### config.mk
export PLATFORM = sky130hd
export DESIGN_NAME = bc_mem_arbiter
export DESIGN_NICKNAME = d
export VERILOG_FILES = /design/src/rtl/bc_pkg.sv /design/src/rtl/bc_starve_cnt.sv /design/src/rtl/bc_mem_arbiter.sv
export SDC_FILE = /design/constraint.sdc
export NUM_CORES = 1
export LEC_CHECK = 0
export ABC_AREA = 1
export ABC_CLOCK_PERIOD_IN_PS = 1500
export CAP_MARGIN = 10
export CORE_UTILIZATION = 32
export DETAILED_ROUTE_END_ITERATION = 10
export HOLD_SLACK_MARGIN = 0.08
export PLACE_DENSITY = 0.81
export SLEW_MARGIN = 10
export SYNTH_ARGS = -nofsm -noshare
export SYNTH_HDL_FRONTEND = slang
export SYNTH_SLANG_ARGS = --single-unit
### constraint.sdc
create_clock -name clk -period 1.5 [get_ports clk]
set_input_delay 0.225 -clock clk [delete_from_list [all_inputs] [get_ports clk]]
set_output_delay 0.225 -clock clk [all_outputs]
set_load 0.02 [all_outputs]
### src/rtl/bc_pkg.sv
// Shared types and default sizing for the CPU/DMA memory arbiter.
package bc_pkg;

    // Arbiter state: who owned the memory port in the previous cycle.
    typedef enum logic [1:0] {
        ST_IDLE = 2'd0,  // no grant last cycle
        ST_CPU  = 2'd1,  // CPU granted last cycle
        ST_DMA  = 2'd2,  // DMA granted last cycle (unlocked)
        ST_LOCK = 2'd3   // DMA holds the bus for a locked burst
    } bc_state_t;

    localparam int BC_ADDR_W       = 12;
    localparam int BC_DATA_W       = 16;
    localparam int BC_STARVE_LIMIT = 4;

endpackage

### src/rtl/bc_starve_cnt.sv
// Saturating count of consecutive cycles the DMA has waited without a grant.
module bc_starve_cnt #(
    parameter int LIMIT = 4
) (
    input  logic clk,
    input  logic rst,
    input  logic inc,      // DMA valid and not accepted this cycle
    input  logic clr,      // DMA accepted or not requesting
    output logic starved   // count has reached LIMIT
);

    localparam int CNT_W = (LIMIT < 1) ? 1 : $clog2(LIMIT + 1);
    localparam logic [CNT_W-1:0] LIMIT_V = CNT_W'(LIMIT);

    logic [CNT_W-1:0] cnt_reg;

    // Count waiting cycles, holding at LIMIT; clear has priority over increment.
    always_ff @(posedge clk or posedge rst) begin
        if (rst) begin
            cnt_reg <= '0;
        end else if (clr) begin
            cnt_reg <= '0;
        end else if (inc && (cnt_reg != LIMIT_V)) begin
            cnt_reg <= cnt_reg + 1'b1;
        end
    end

    assign starved = (cnt_reg == LIMIT_V);

endmodule

### src/rtl/bc_mem_arbiter.sv
// Single-port memory arbiter between the CPU controller and a DMA/loader.
// Grants are combinational in the request cycle; read data comes back one
// cycle later, routed only to the requester that issued the read.
module bc_mem_arbiter
    import bc_pkg::*;
#(
    parameter int STARVE_LIMIT = BC_STARVE_LIMIT,
    parameter int ADDR_W       = BC_ADDR_W,
    parameter int DATA_W       = BC_DATA_W
) (
    input  logic              clk,
    input  logic              rst,
    // CPU side
    input  logic              cpu_req,
    input  logic              cpu_we,
    input  logic [ADDR_W-1:0] cpu_addr,
    input  logic [DATA_W-1:0] cpu_wdata,
    output logic              cpu_gnt,
    output logic              cpu_stall,
    output logic [DATA_W-1:0] cpu_rdata,
    output logic              cpu_rvalid,
    // DMA side
    input  logic              dma_valid,
    input  logic              dma_we,
    input  logic              dma_lock,
    input  logic [ADDR_W-1:0] dma_addr,
    input  logic [DATA_W-1:0] dma_wdata,
    output logic              dma_ready,
    output logic [DATA_W-1:0] dma_rdata,
    output logic              dma_rvalid,
    // Memory port
    output logic [ADDR_W-1:0] mem_addr,
    output logic [DATA_W-1:0] mem_wdata,
    output logic              mem_we,
    input  logic [DATA_W-1:0] mem_rdata
);

    bc_state_t         state_reg, state_next;
    logic              starved;
    logic              lock_hold;
    logic [ADDR_W-1:0] addr_reg;
    logic [DATA_W-1:0] wdata_reg;
    logic              rd_cpu_reg, rd_dma_reg;

    // The lock only persists while the DMA keeps dma_lock asserted; the first
    // cycle it drops, normal arbitration applies in that same cycle.
    assign lock_hold = (state_reg == ST_LOCK) && dma_lock;

    bc_starve_cnt #(
        .LIMIT (STARVE_LIMIT)
    ) u_starve (
        .clk     (clk),
        .rst     (rst),
        .inc     (dma_valid & ~dma_ready),
        .clr     (~dma_valid | dma_ready),
        .starved (starved)
    );

    // Arbitration and next state: CPU first unless the DMA is starved or the
    // DMA holds the bus. No grants at all while reset is asserted.
    always_comb begin
        cpu_gnt    = 1'b0;
        dma_ready  = 1'b0;
        state_next = state_reg;
        if (!rst) begin
            if (lock_hold) begin
                dma_ready = dma_valid;
            end else if (dma_valid && (starved || !cpu_req)) begin
                dma_ready = 1'b1;
            end else begin
                cpu_gnt = cpu_req;
            end
        end
        if (lock_hold) begin
            state_next = ST_LOCK;
        end else if (dma_ready) begin
            state_next = dma_lock ? ST_LOCK : ST_DMA;
        end else if (cpu_gnt) begin
            state_next = ST_CPU;
        end else begin
            state_next = ST_IDLE;
        end
    end

    assign cpu_stall = cpu_req & ~cpu_gnt;

    // Memory port mux: the granted requester drives the port; with no grant
    // the address and data hold their last granted values.
    always_comb begin
        mem_we    = 1'b0;
        mem_addr  = addr_reg;
        mem_wdata = wdata_reg;
        if (dma_ready) begin
            mem_we    = dma_we;
            mem_addr  = dma_addr;
            mem_wdata = dma_wdata;
        end else if (cpu_gnt) begin
            mem_we    = cpu_we;
            mem_addr  = cpu_addr;
            mem_wdata = cpu_wdata;
        end
    end

    // State register.
    always_ff @(posedge clk or posedge rst) begin
        if (rst) begin
            state_reg <= ST_IDLE;
        end else begin
            state_reg <= state_next;
        end
    end

    // Remember the last driven address/data so an idle port does not toggle.
    always_ff @(posedge clk or posedge rst) begin
        if (rst) begin
            addr_reg  <= '0;
            wdata_reg <= '0;
        end else if (cpu_gnt || dma_ready) begin
            addr_reg  <= mem_addr;
            wdata_reg <= mem_wdata;
        end
    end

    // Track which requester owns the read data arriving next cycle.
    always_ff @(posedge clk or posedge rst) begin
        if (rst) begin
            rd_cpu_reg <= 1'b0;
            rd_dma_reg <= 1'b0;
        end else begin
            rd_cpu_reg <= cpu_gnt & ~cpu_we;
            rd_dma_reg <= dma_ready & ~dma_we;
        end
    end

    assign cpu_rvalid = rd_cpu_reg;
    assign dma_rvalid = rd_dma_reg;
    assign cpu_rdata  = rd_cpu_reg ? mem_rdata : '0;
    assign dma_rdata  = rd_dma_reg ? mem_rdata : '0;

endmodule
### Yosys cells after proc, flatten, opt, wreduce, memory -nomap -nowiden

Cells that the tools add are included.

* flip-flop bits (word level): 35
* bits in latches: 0
* memory bits (writable): 0
* memory bits (read-only): 0
* input port bits: 79
* output and inout port bits: 66
* memories kept: 0

* $add $sub $neg: 1
* multiply operators: 0
* divide/modulo/power cells: 0
* magnitude comparators: 0
* equality and inequality tests: 3
* shift operators: 0
* multiplexer cells: 20
* bitwise logic cells: 10
* reductions and logical operators: 7

Operators by type and width (count)
* 2-to-1 mux 16 bit: 4
* 2-to-1 mux 12 bit: 2
* 2-to-1 mux 1 bit: 10
* 2-to-1 mux 3 bit: 2
* NOT 1 bit: 5
* bitwise AND 1 bit: 4
* 2-to-1 mux 2 bit: 2
* adder 3 x 1 -> 3 bit (second input constant): 1
* == test 3 bit (second input constant): 1
* logical AND 1 bit: 3
* != test 3 bit (second input constant): 1
* == test 2 bit (second input constant): 1
* logical OR 1 bit: 2
* nonzero test 2 bit: 1
* zero test 1 bit: 1
* bitwise OR 1 bit: 1

### Depth between registers and ports, before layout

Gate-level depths: netlist of run 1.

* word-level depth: 11
* mapped depth: 9
* depth with buffers taken out: 8

### Modules after synthesis

Synthesis of run 1 repeated with hierarchy kept, for this count alone.

* cell total of the unflattened synthesis: 366
* area total of the unflattened synthesis: 2327.2 um^2

By module, submodules not included
* bc_mem_arbiter: times used 1, cells each 340, area each 2138.3 um^2
* bc_starve_cnt: times used 1, cells each 26, area each 188.9 um^2

### Least setup slack after synthesis of run 1

No wires, ideal clock.

* path type: reg-to-output
* start point: reg u_starve.cnt_reg[0]
* end point: out mem_addr[0]
* data arrival time: 1.501 ns
* path slack: -0.226 ns
* cell stages (with the launch flop): 9
* path through: dfrtp_1 > inv_1 > ha_1 > nand2_2 > nand2_1 > a21oi_2 > buf_2 > nand2_1 > nand3_1

* cells in the longest elaborated chain, start to end: 8
* elaborated cells between the ends (all ways): 11
* classes of those cells: eq/ne: 1; mux: 8; reduce/logical: 2

RTL lines
* from (decl): RTL line bc_starve_cnt.sv:15 `logic [CNT_W-1:0] cnt_reg;`
* from (signal assigned): RTL line bc_starve_cnt.sv:24 `cnt_reg <= cnt_reg + 1'b1;`
* == test 3 bit: RTL line bc_starve_cnt.sv:28 `assign starved = (cnt_reg == LIMIT_V);`
* logical OR 1 bit: RTL line bc_mem_arbiter.sv:68 `end else if (dma_valid && (starved || !cpu_req)) begin`
* logical AND 1 bit: RTL line bc_mem_arbiter.sv:68
* 2-to-1 mux 1 bit: RTL line bc_mem_arbiter.sv:68
* 2-to-1 mux 1 bit: RTL line bc_mem_arbiter.sv:66 `if (lock_hold) begin`
* 2-to-1 mux 1 bit: RTL line bc_mem_arbiter.sv:65 `if (!rst) begin`
* via cpu_gnt: RTL line bc_mem_arbiter.sv:18 `output logic cpu_gnt,`
* 2-to-1 mux 12 bit: RTL line bc_mem_arbiter.sv:97 `end else if (cpu_gnt) begin`
* 2-to-1 mux 12 bit: RTL line bc_mem_arbiter.sv:93 `if (dma_ready) begin`
* to (decl): RTL line bc_mem_arbiter.sv:32 `output logic [ADDR_W-1:0] mem_addr,`

The timed path passes the listed nets, and every way through them passes these cells.

### Final worst setup path of run 1

* start point: in cpu_req
* end point: out mem_wdata[9]

* cells in the longest elaborated chain, start to end: 8
* elaborated cells between the ends (all ways): 11
* classes of those cells: mux: 8; reduce/logical: 3

RTL lines
* from (decl): RTL line bc_mem_arbiter.sv:14 `input logic cpu_req,`
* zero test 1 bit: RTL line bc_mem_arbiter.sv:68
* logical OR 1 bit: RTL line bc_mem_arbiter.sv:68
* logical AND 1 bit: RTL line bc_mem_arbiter.sv:68
* 2-to-1 mux 1 bit: RTL line bc_mem_arbiter.sv:68
* 2-to-1 mux 1 bit: RTL line bc_mem_arbiter.sv:66
* 2-to-1 mux 1 bit: RTL line bc_mem_arbiter.sv:65
* 2-to-1 mux 16 bit: RTL line bc_mem_arbiter.sv:97
* 2-to-1 mux 16 bit (*): RTL line bc_mem_arbiter.sv:93
* to (decl): RTL line bc_mem_arbiter.sv:33 `output logic [DATA_W-1:0] mem_wdata,`

Mark *: on every way between the ends. The rest lies on a longest branch, timed or not.

==> reports/results.txt, run 1 <==
status: finished, violations left
violated checks: setup timing
Critical Path End Type: primary output
post-DP HPWL: 5810 um
vias per cell: 5.44
Final period util: 141%
sequential fraction of the synthesis area: 43.0%
Synth Cell Area: 2040 um^2
post-synthesis mux area share: 0%
drt wl/cell: 20.4 um
Mapped Cells: 291
worst slew pin tran: 0.324 ns
clk sinks: 35
clock-pin slew on the worst setup and hold paths: 0.08 ns
Pwr Total: 4.24 mW
core box area: 6030 um^2
Simple-Gate Fraction of Synth Area: 42.7%
GRT overflow: 0
Root Driver: clkbuf_8
hold depth: 2
CTS max path bufs: 2
Worst Hold Class: primary input to register
H-tree Lvls: 2
Layout area overhead: 163%
post-layout worst setup margin: -0.618 ns
crit path time final: 2.12 ns
cell total after placement: 560
diode count: 0
largest net degree at the start of global routing: 36
Seq cells post-synth: 35
R2R setup slack: -0.13 ns
via count: 3238
Post-Synth Adder-Cell Area: 1.23%
initial antenna violation count: 0
Final Hold Vio Count: 0
MaxCap Viol Count: 0
fmax: 472 MHz
RSZ-0062 raised after global routing: yes
Synth Area in Compound Gates: 0.922%
CTS tree: done
IO Port Bufs: 144
Min Hold Slack: 0.504 ns
Largest register FFs: 16
max-slew violation total from the final report: 0
Residual DRC: 0
Max-slew headroom: 78.3%
hold path endpoint: cpu_rvalid
Worst Path Required: 1.27 ns
fin cells: 595
Synth area leader: dfrtp_1
Iteration-0 DRC Markers: 201
Pleak: 2.89 nW
yosys warns: 0
Clock Skews: 0.0100 ns
area share of the largest cell type after synthesis: 43.0%
# hold bufs at CTS: 0
Setup CP Type: primary input to primary output
final setup fails: 61
row cnt: 28
Avg Cell Area, Syn: 7.00 um^2
Inserted Clock Buffers: 5
Total GRT Usage: 28.8%
Clock Latency Late Sink: 0.29 ns
Worst Path Arrival: 1.89 ns
Syn Nets: 372
I/O pins: 145
DRT antenna net count: 0
worst reg2reg startpoint: u_starve.cnt_reg[0]
initial core utilization: 33.8%
worst vdd ir: 0.793 mV
Post-Synth XOR/XNOR Area: 0.860%
global-route wire length before repair: 14100 um
main combinational cell family by area after synthesis: simple AND/OR/NAND/NOR gates
DIE HEIGHT: 81.8 um
Reg2Reg Capture Point: wdata_reg[0]
vias in the first global route: 2912
startpoint of the worst hold path: cpu_we
GPL Wtd Cong: 0.745
top cells by area, synth: dfrtp_1 43%, nand3_1 23%, nand2_1 17%
Routed WL: 12200 um
layout cells sized above 1: 48.3%
pwr dens: 791 nW/um^2
Total Nets Final: 600
Horiz. Die Dim: 81.8 um
Yosys cell types: 17
setup_tns: -20.98 ns
Setup crit start kind: primary input
worst r2r path cells: 12
Die Footprint: 6680 um^2
CP Max Fanout: 6
DRT Pass-1 Iters: 5
power breakdown:
part	total, mW	leakage (nW)	internal [mW]	switching [mW]
Combinational	2.18	2.40	1.14	1.04
Sequential	1.26	0.437	1.10	0.152
Clock	0.808	0.0515	0.421	0.387
cell type report:
class                   count  area, um^2
well taps                  75        93.8
clock buffers               8         100
inverters                  39         154
flip-flops and latches     35         876
repair buffers            236        2400
multi-input cells         202        1740
fillers                   235         664
critical path, stage by stage:
cell and delay [ns]:
clkdlybuf4s50_1 0.51, inv_1 0.08, nor2_1 0.14, nand2_1 0.14, inv_2 0.11, nand2_4 0.07
buf_6 0.14, buf_16 0.15, nand3_4 0.08, nand3_2 0.10, buf_6 0.15
stage by stage:
stage	setup slack [ns]	cell area, um^2	util, %
finish	-0.618	5360	89.0
global route	-0.647	5360	89.0
detailed placement	-0.883	4380	72.7
floorplan	-0.00779	2400	-
CTS	-0.486	5010	83.2
global placement	-0.848	4380	72.7
cell families after synthesis:
group	count (synthesis)
simple gates	195
buf+inv	54
flops	35
compound gates	3
xor+xnor	2
fa+ha+maj	2
cell usage in the layout (no fill, tap or decap), types with 17 or more instances in the layout:
cell,netlist,layout
clkdlybuf4s50_1,0,78
nand2_1,91,61
buf_4,0,60
buf_6,2,46
nand3_4,0,36
dfrtp_1,35,35
inv_1,37,34
nand3_2,1,33
nand3_1,95,27
clkdlybuf4s15_1,0,21
nand2_4,0,17
synth_stat cells:
library cell  number
inv_2              2
a21oi_1            2
nand2_1           91
buf_6              2
nor2_4             1
nand2_2            2
buf_2              9
xor2_1             1
ha_1               2
clkbuf_1           4
a21oi_2            1
nand3_1           95
nor2_1             5
nand3_2            1
inv_1             37
xnor2_1            1
dfrtp_1           35
layer usage:
metal,vias up,track usage [%],routed length (um)
met3,57,8.11,1190
met2,256,54.9,6260
li1,1393,-,-
met4,0,11.9,613
met5,-,0,0
met1,1532,28.9,4090
how the worst max path moves through the flow:
stage                   startpoint            to  slack (ns)
6_report                   cpu_req  mem_wdata[9]       -0.62
5_1_grt                    cpu_req  mem_wdata[9]       -0.65
4_1_cts        u_starve.cnt_reg[0]  mem_addr[10]       -0.49
3_5_place_dp              dma_lock   mem_addr[2]       -0.88
3_3_place_gp              dma_lock   mem_addr[7]       -0.85
2_1_floorplan  u_starve.cnt_reg[1]   mem_addr[1]      -0.008
what timing repair did:
| action | in CTS | in global routing |
|---|---|---|
| pin swaps | 25 | 12 |
| gates cloned | 3 | 2 |
| setup buffers | 11 | 14 |
| endpoints found under the setup margin | 74 | 95 |
| endpoints found under the hold margin | 0 | 0 |
| gates resized for setup | 289 | 103 |
Power figures use the tool's default switching activity.
==> run 2: changes to the inputs <==
--- a/config.mk
+++ b/config.mk
@@ -12,6 +12,7 @@
 export DETAILED_ROUTE_END_ITERATION = 10
 export HOLD_SLACK_MARGIN = 0.08
 export PLACE_DENSITY = 0.81
+export SKIP_CTS_REPAIR_TIMING = 1
 export SLEW_MARGIN = 10
 export SYNTH_ARGS = -nofsm -noshare
 export SYNTH_HDL_FRONTEND = slang
==> run 2 against run 1 <==
The flow still finishes with violations (setup timing). Critical path depth decreased by 2. Final area decreased by 0.93%. Sequential share of layout area increased by 0.15 points. Die area unchanged. Count of clock-buffer cells in the layout unchanged. Largest cell class unchanged.
==> reports/results.txt, run 2 (same netlist as run 1, synthesis figures left out) <==
commonest non-fill, non-tap cell in the layout: clkdlybuf4s50_1 (unchanged)
drt wl/cell: 17.0 um (was 20.4 um)
max-slew violation total from the final report: 0 (unchanged)
I/O pins: 145 (unchanged)
worst path bufs/invs: 3 (was 6)
Worst Path Arrival: 1.81 ns (was 1.89 ns)
DRT Pass-1 Iters: 4 (was 5)
critical path depth: 9 (was 11)
Total GRT Usage: 22.0% (was 28.8%)
GPL Wtd Cong: 0.745 (unchanged)
fillcell total: 278 (was 235)
DIE HEIGHT: 81.8 um (unchanged)
Final Hold Vio Count: 0 (unchanged)
worst slew pin tran: 0.250 ns (was 0.324 ns)
post-layout worst setup margin: -0.535 ns (was -0.618 ns)
crit path time final: 2.03 ns (was 2.12 ns)
via count: 2885 (was 3238)
Total Nets Final: 582 (was 600)
post-DP HPWL: 5810 um (unchanged)
pwr dens: 743 nW/um^2 (was 791 nW/um^2)
Inserted Clock Buffers: 5 (unchanged)
Largest register FFs: 16 (unchanged)
Clock Latency Late Sink: 0.29 ns (about the same)
multi-input logic area: 1740 um^2 (about the same)
Most Frequent Cell on Critical Path: nand2_4 (was buf_6)
Routed WL: 9810 um (was 12200 um)
worst vdd ir: 0.543 mV (was 0.793 mV)
setup_tns: -16.22 ns (was -20.98 ns)
RSZ-0062 raised after global routing: yes (unchanged)
violated checks: setup timing (unchanged)
final instance area: 5310 um^2 (was 5360 um^2)
Residual DRC: 0 (unchanged)
Worst Hold Class: primary input to asynchronous set/reset pin (was primary input to register)
Worst Path Required: 1.27 ns (about the same)
Final period util: 136% (was 141%)
CTS tree: done (unchanged)
Critical Path End Type: primary output (unchanged)
GRT overflow: 0 (unchanged)
Reg area: 876 um^2 (unchanged)
Die Footprint: 6680 um^2 (unchanged)
clk sinks: 35 (unchanged)
IO Port Bufs: 144 (unchanged)
Layout area overhead: 161% (was 163%)
Clock Skews: 0.00444 ns (was 0.0100 ns)
Iteration-0 DRC Markers: 79 (was 201)
Root Driver: clkbuf_8 (unchanged)
crit-path cells: inv_2 > ha_4 > nand2_4 > nand2_4 > a21oi_4 > buf_12 > nand2_1 > nand3_4 > buf_4 (was clkdlybuf4s50_1 > inv_1 > nor2_1 > nand2_1 > inv_2 > nand2_4 > buf_6 > buf_16 > nand3_4 > nand3_2 > buf_6)
R2R setup slack: -0.12 ns (was -0.13 ns)
DRT antenna net count: 0 (unchanged)
Setup crit start kind: register (was primary input)
largest net degree at the start of global routing: 36 (unchanged)
diode count: 0 (unchanged)
Setup CP Type: register to primary output (was primary input to primary output)
CTS max path bufs: 2 (unchanged)
initial core utilization: 33.8% (unchanged)
slowest CP cell: dfrtp_1 (was clkdlybuf4s50_1)
CP Max Fanout: 17 (was 6)
Crit path max-delay family: simple AND/OR/NAND/NOR gates (was buffers and inverters)
initial antenna violation count: 0 (unchanged)
MaxCap Viol Count: 0 (unchanged)
vias in the first global route: 2573 (was 2912)
final setup fails: 57 (was 61)
clock-pin slew on the worst setup and hold paths: 0.08 ns (about the same)
most frequent cells in the layout: 78 x clkdlybuf4s50_1, 62 x nand2_1, 51 x buf_4, 39 x nand3_2, 39 x buf_6 (was 78 x clkdlybuf4s50_1, 61 x nand2_1, 60 x buf_4, 46 x buf_6, 36 x nand3_4)
Critical Path End: mem_wdata[4] (was mem_wdata[9])
layout cells sized above 1: 44.4% (was 48.3%)
area post-placement: 4380 um^2 (unchanged)
Reg2Reg Capture Point: wdata_reg[4] (was wdata_reg[0])
status: finished, violations left (unchanged)
fmax: 491 MHz (was 472 MHz)
worst setup path start: u_starve.cnt_reg[1] (was cpu_req)
CP max stage delay: 0.38 ns (was 0.51 ns)
Pleak: 3.38 nW (was 2.89 nW)
vias per cell: 5.00 (was 5.44)
core box area: 6030 um^2 (unchanged)
worst reg2reg startpoint: u_starve.cnt_reg[1] (was u_starve.cnt_reg[0])
Max-slew headroom: 83.3% (was 78.3%)
worst r2r path cells: 10 (was 12)
Horiz. Die Dim: 81.8 um (unchanged)
row cnt: 28 (unchanged)
H-tree Lvls: 2 (unchanged)
global-route wire length before repair: 11200 um (was 14100 um)
-- run 2: cell count changes in the layout (fill, tap and decap cells not counted), moves of 2 or more --
cell             previous run  this run
nand2_4                    17        19
clkdlybuf4s15_1            21         0
dlygate4sd2_1               2         0
nand3_4                    36        32
buf_6                      46        39
clkbuf_2                   11         0
dlymetal6s2s_1              0        34
nand3_1                    27        25
nand3_2                    33        39
buf_4                      60        51
nand2_2                    14        10
buf_16                      4         1
clkbuf_16                   2         4
-- run 2: final cells by class --
class / instances / share of cell area (%)
multi-input cells: 202 / 32.7
flip-flops and latches: 35 / 16.5
clock buffers: 8 / 1.88
repair buffers: 218 / 44.2
well taps: 75 / 1.77
inverters: 39 / 2.99
-- run 2: worst min-delay path, delay by kind of cell --
kind | cells | cell delay, ns
buffers and inverters | 4 | 0.89
-- run 2: per-layer routing --
layer	global-route usage, %	share of wire (%)
met1	22.4	37
met2	43.5	53
met3	6.22	8.0
met4	4.74	2.3
met5	0	0
-- run 2: how the worst min path moves through the flow --
stage	from	to	slack, ns	cells after the start
floorplan	cpu_we	cpu_rvalid	0.29	1
global placement	wdata_reg[7]	wdata_reg[7]	0.51	2
detailed placement	wdata_reg[11]	wdata_reg[11]	0.53	2
CTS	rst	addr_reg[0]	0.47	4
global route	rst	state_reg[1]	0.50	4
finish	rst	addr_reg[0]	0.47	4
-- run 2: report_power, final --
group / total (mW) / switching, mW / leakage [nW] / internal [mW]
clock: 0.775 / 0.355 / 0.0515 / 0.420
combinational: 1.93 / 0.927 / 2.89 / 1.01
sequential: 1.24 / 0.136 / 0.437 / 1.10
total: 3.95 / 1.42 / 3.38 / 2.53
-- run 2: metrics by stage --
step,hold WS (ns),util [%],instances,total power [mW],setup WS (ns)
final,0.475,88.1,577,3.95,-0.535
after CTS,0.466,74.4,568,3.53,-1.01
after detailed placement,0.534,72.7,560,2.75,-0.883
after floorplan,0.291,-,291,1.96,-0.00779
after global placement,0.513,72.7,560,2.70,-0.848
after global routing,0.503,88.1,577,4.12,-0.599
==> run 3: changes to the inputs <==
--- a/config.mk
+++ b/config.mk
@@ -8,6 +8,7 @@
 export ABC_AREA = 1
 export ABC_CLOCK_PERIOD_IN_PS = 1500
 export CAP_MARGIN = 10
+export CORE_MARGIN = 3
 export CORE_UTILIZATION = 32
 export DETAILED_ROUTE_END_ITERATION = 10
 export HOLD_SLACK_MARGIN = 0.08
==> run 3 against run 2 <==
The run still ends with setup timing left. Register-to-register slack lost 0.04 ns. Sequential share of layout area shrank 0.42 points. Non-clock buffer count grew 2. Routed wire length grew 13%. Global-route usage shrank 0.22 points. Highest routed layer unchanged.
==> reports/results.txt, run 3 (same netlist as run 1, synthesis figures left out) <==
Min Hold Slack: 0.489 ns (was 0.475 ns)
drt wl/cell: 19.2 um (was 17.0 um)
final setup fails: 59 (was 57)
final core utilization: 90.4% (was 88.1%)
I/O pins: 145 (unchanged)
vias in the first global route: 2959 (was 2573)
crit path time final: 2.08 ns (was 2.03 ns)
violated checks: setup timing (unchanged)
most frequent cells in the layout: 78 x clkdlybuf4s50_1, 47 x buf_4, 42 x nand3_2, 41 x buf_6, 39 x nand2_1 (was 78 x clkdlybuf4s50_1, 62 x nand2_1, 51 x buf_4, 39 x nand3_2, 39 x buf_6)
MaxCap Viol Count: 0 (unchanged)
worst reg2reg startpoint: u_starve.cnt_reg[0] (was u_starve.cnt_reg[1])
post-DP HPWL: 6430 um (was 5810 um)
Final Hold Vio Count: 0 (unchanged)
max-slew violation total from the final report: 0 (unchanged)
Worst Path Required: 1.27 ns (about the same)
Die Footprint: 7350 um^2 (was 6680 um^2)
Setup crit start kind: primary input (was register)
DRT Pass-1 Iters: 4 (unchanged)
CP Max Fanout: 7 (was 17)
Total Nets Final: 584 (was 582)
Final period util: 139% (was 136%)
RSZ-0062 raised after global routing: yes (unchanged)
Horiz. Die Dim: 85.8 um (was 81.8 um)
Root Driver: clkbuf_8 (unchanged)
CTS max path bufs: 2 (unchanged)
DIE HEIGHT: 85.8 um (was 81.8 um)
worst vdd ir: 0.667 mV (was 0.543 mV)
Iteration-0 DRC Markers: 173 (was 79)
worst slew pin tran: 0.295 ns (was 0.250 ns)
Pwr Total: 4.16 mW (was 3.95 mW)
setup_tns: -17.34 ns (was -16.22 ns)
vias per cell: 5.24 (was 5.00)
Routed WL: 11100 um (was 9810 um)
Clock Latency Late Sink: 0.30 ns (was 0.29 ns)
GPL Wtd Cong: 0.770 (was 0.745)
fmax: 481 MHz (was 491 MHz)
diode count: 0 (unchanged)
worst r2r path cells: 11 (was 10)
layout cells sized above 1: 48.8% (was 44.4%)
row cnt: 28 (unchanged)
Largest register FFs: 16 (unchanged)
Setup CP Type: primary input to primary output (was register to primary output)
CTS tree: done (unchanged)
Total GRT Usage: 21.7% (was 22.0%)
clock-pin slew on the worst setup and hold paths: 0.09 ns (was 0.08 ns)
GRT overflow: 0 (unchanged)
Critical Path End Type: primary output (unchanged)
fin cells: 579 (was 577)
initial core utilization: 33.8% (unchanged)
IO Port Bufs: 144 (unchanged)
largest net degree at the start of global routing: 29 (was 36)
Clock Skews: 0.0166 ns (was 0.00444 ns)
cell total after placement: 558 (was 560)
initial antenna violation count: 0 (unchanged)
commonest non-fill, non-tap cell in the layout: clkdlybuf4s50_1 (unchanged)
Residual DRC: 0 (unchanged)
via count: 3035 (was 2885)
DRT antenna net count: 0 (unchanged)
Worst Path Arrival: 1.85 ns (was 1.81 ns)
Pleak: 3.47 nW (was 3.38 nW)
global-route wire length before repair: 13000 um (was 11200 um)
Max-slew headroom: 80.3% (was 83.3%)
clk sinks: 35 (unchanged)
post-layout worst setup margin: -0.578 ns (was -0.535 ns)
Layout area overhead: 168% (was 161%)
core box area: 6030 um^2 (unchanged)
Reg2Reg Capture Point: wdata_reg[5] (was wdata_reg[4])
R2R setup slack: -0.16 ns (was -0.12 ns)
H-tree Lvls: 2 (unchanged)
Worst Hold Class: primary input to asynchronous set/reset pin (unchanged)
Inserted Clock Buffers: 5 (unchanged)
status: finished, violations left (unchanged)
pwr dens: 764 nW/um^2 (was 743 nW/um^2)
-- run 3: changes by cell type in the layout (fill, tap and decap cells not counted), moves of 2 or more --
cell       before  now
nand2_1        62   39
buf_12          7   13
clkbuf_16       4    6
buf_6          39   41
nand3_2        39   42
nand3_4        32   26
nand2_2        10   25
nand3_1        25   28
nand2_4        19   27
buf_4          51   47
buf_8           3    0
-- run 3: how the worst max path moves through the flow --
stage	slack, ns	depth (start not counted)	from	end
after floorplan	-0.008	9	u_starve.cnt_reg[1]	mem_addr[1]
after global placement	-0.90	9	dma_lock	mem_wdata[11]
after detailed placement	-0.96	9	dma_lock	mem_wdata[14]
after CTS	-1.04	10	u_starve.cnt_reg[0]	mem_wdata[14]
after global routing	-0.64	10	cpu_req	mem_wdata[14]
final	-0.58	10	cpu_req	mem_wdata[14]
-- run 3: metrics by stage --
step	setup WS, ns	instance area (um^2)
6_report	-0.578	5450
5_1_grt	-0.636	5450
4_1_cts	-1.04	4520
3_5_place_dp	-0.955	4400
3_3_place_gp	-0.904	4400
2_1_floorplan	-0.00779	2400
-- run 3: cell type report --
cell class,count,area (um^2)
fill,238,577
timing repair buffer,220,2440
multi-input combinational,202,1770
clock inverter,2,35.0
tap,75,93.8
sequential,35,876
inverter,39,151
clock buffer,6,82.6
-- run 3: layer usage --
layer / share of wire [%] / global-route usage (%) / up-vias
met3: 8.5 / 5.48 / 40
met2: 52 / 41.6 / 196
met4: 3.1 / 7.48 / 0
li1: - / - / 1359
met1: 37 / 22.8 / 1440
met5: 0 / 0 / -
-- run 3: report_power, final --
| group | internal [mW] | switching [mW] | total, mW |
|---|---|---|---|
| Clock | 0.539 | 0.384 | 0.923 |
| Sequential | 1.10 | 0.127 | 1.23 |
| Combinational | 1.03 | 0.978 | 2.01 |
| Total | 2.67 | 1.49 | 4.16 |
-- run 3: critical path: stages --
cell	delay [ns]
clkdlybuf4s50_1	0.50
inv_1	0.08
nor2_1	0.11
nand2_1	0.14
inv_2	0.13
nand2_8	0.09
clkbuf_16	0.19
nand3_4	0.10
nand3_2	0.11
buf_6	0.16
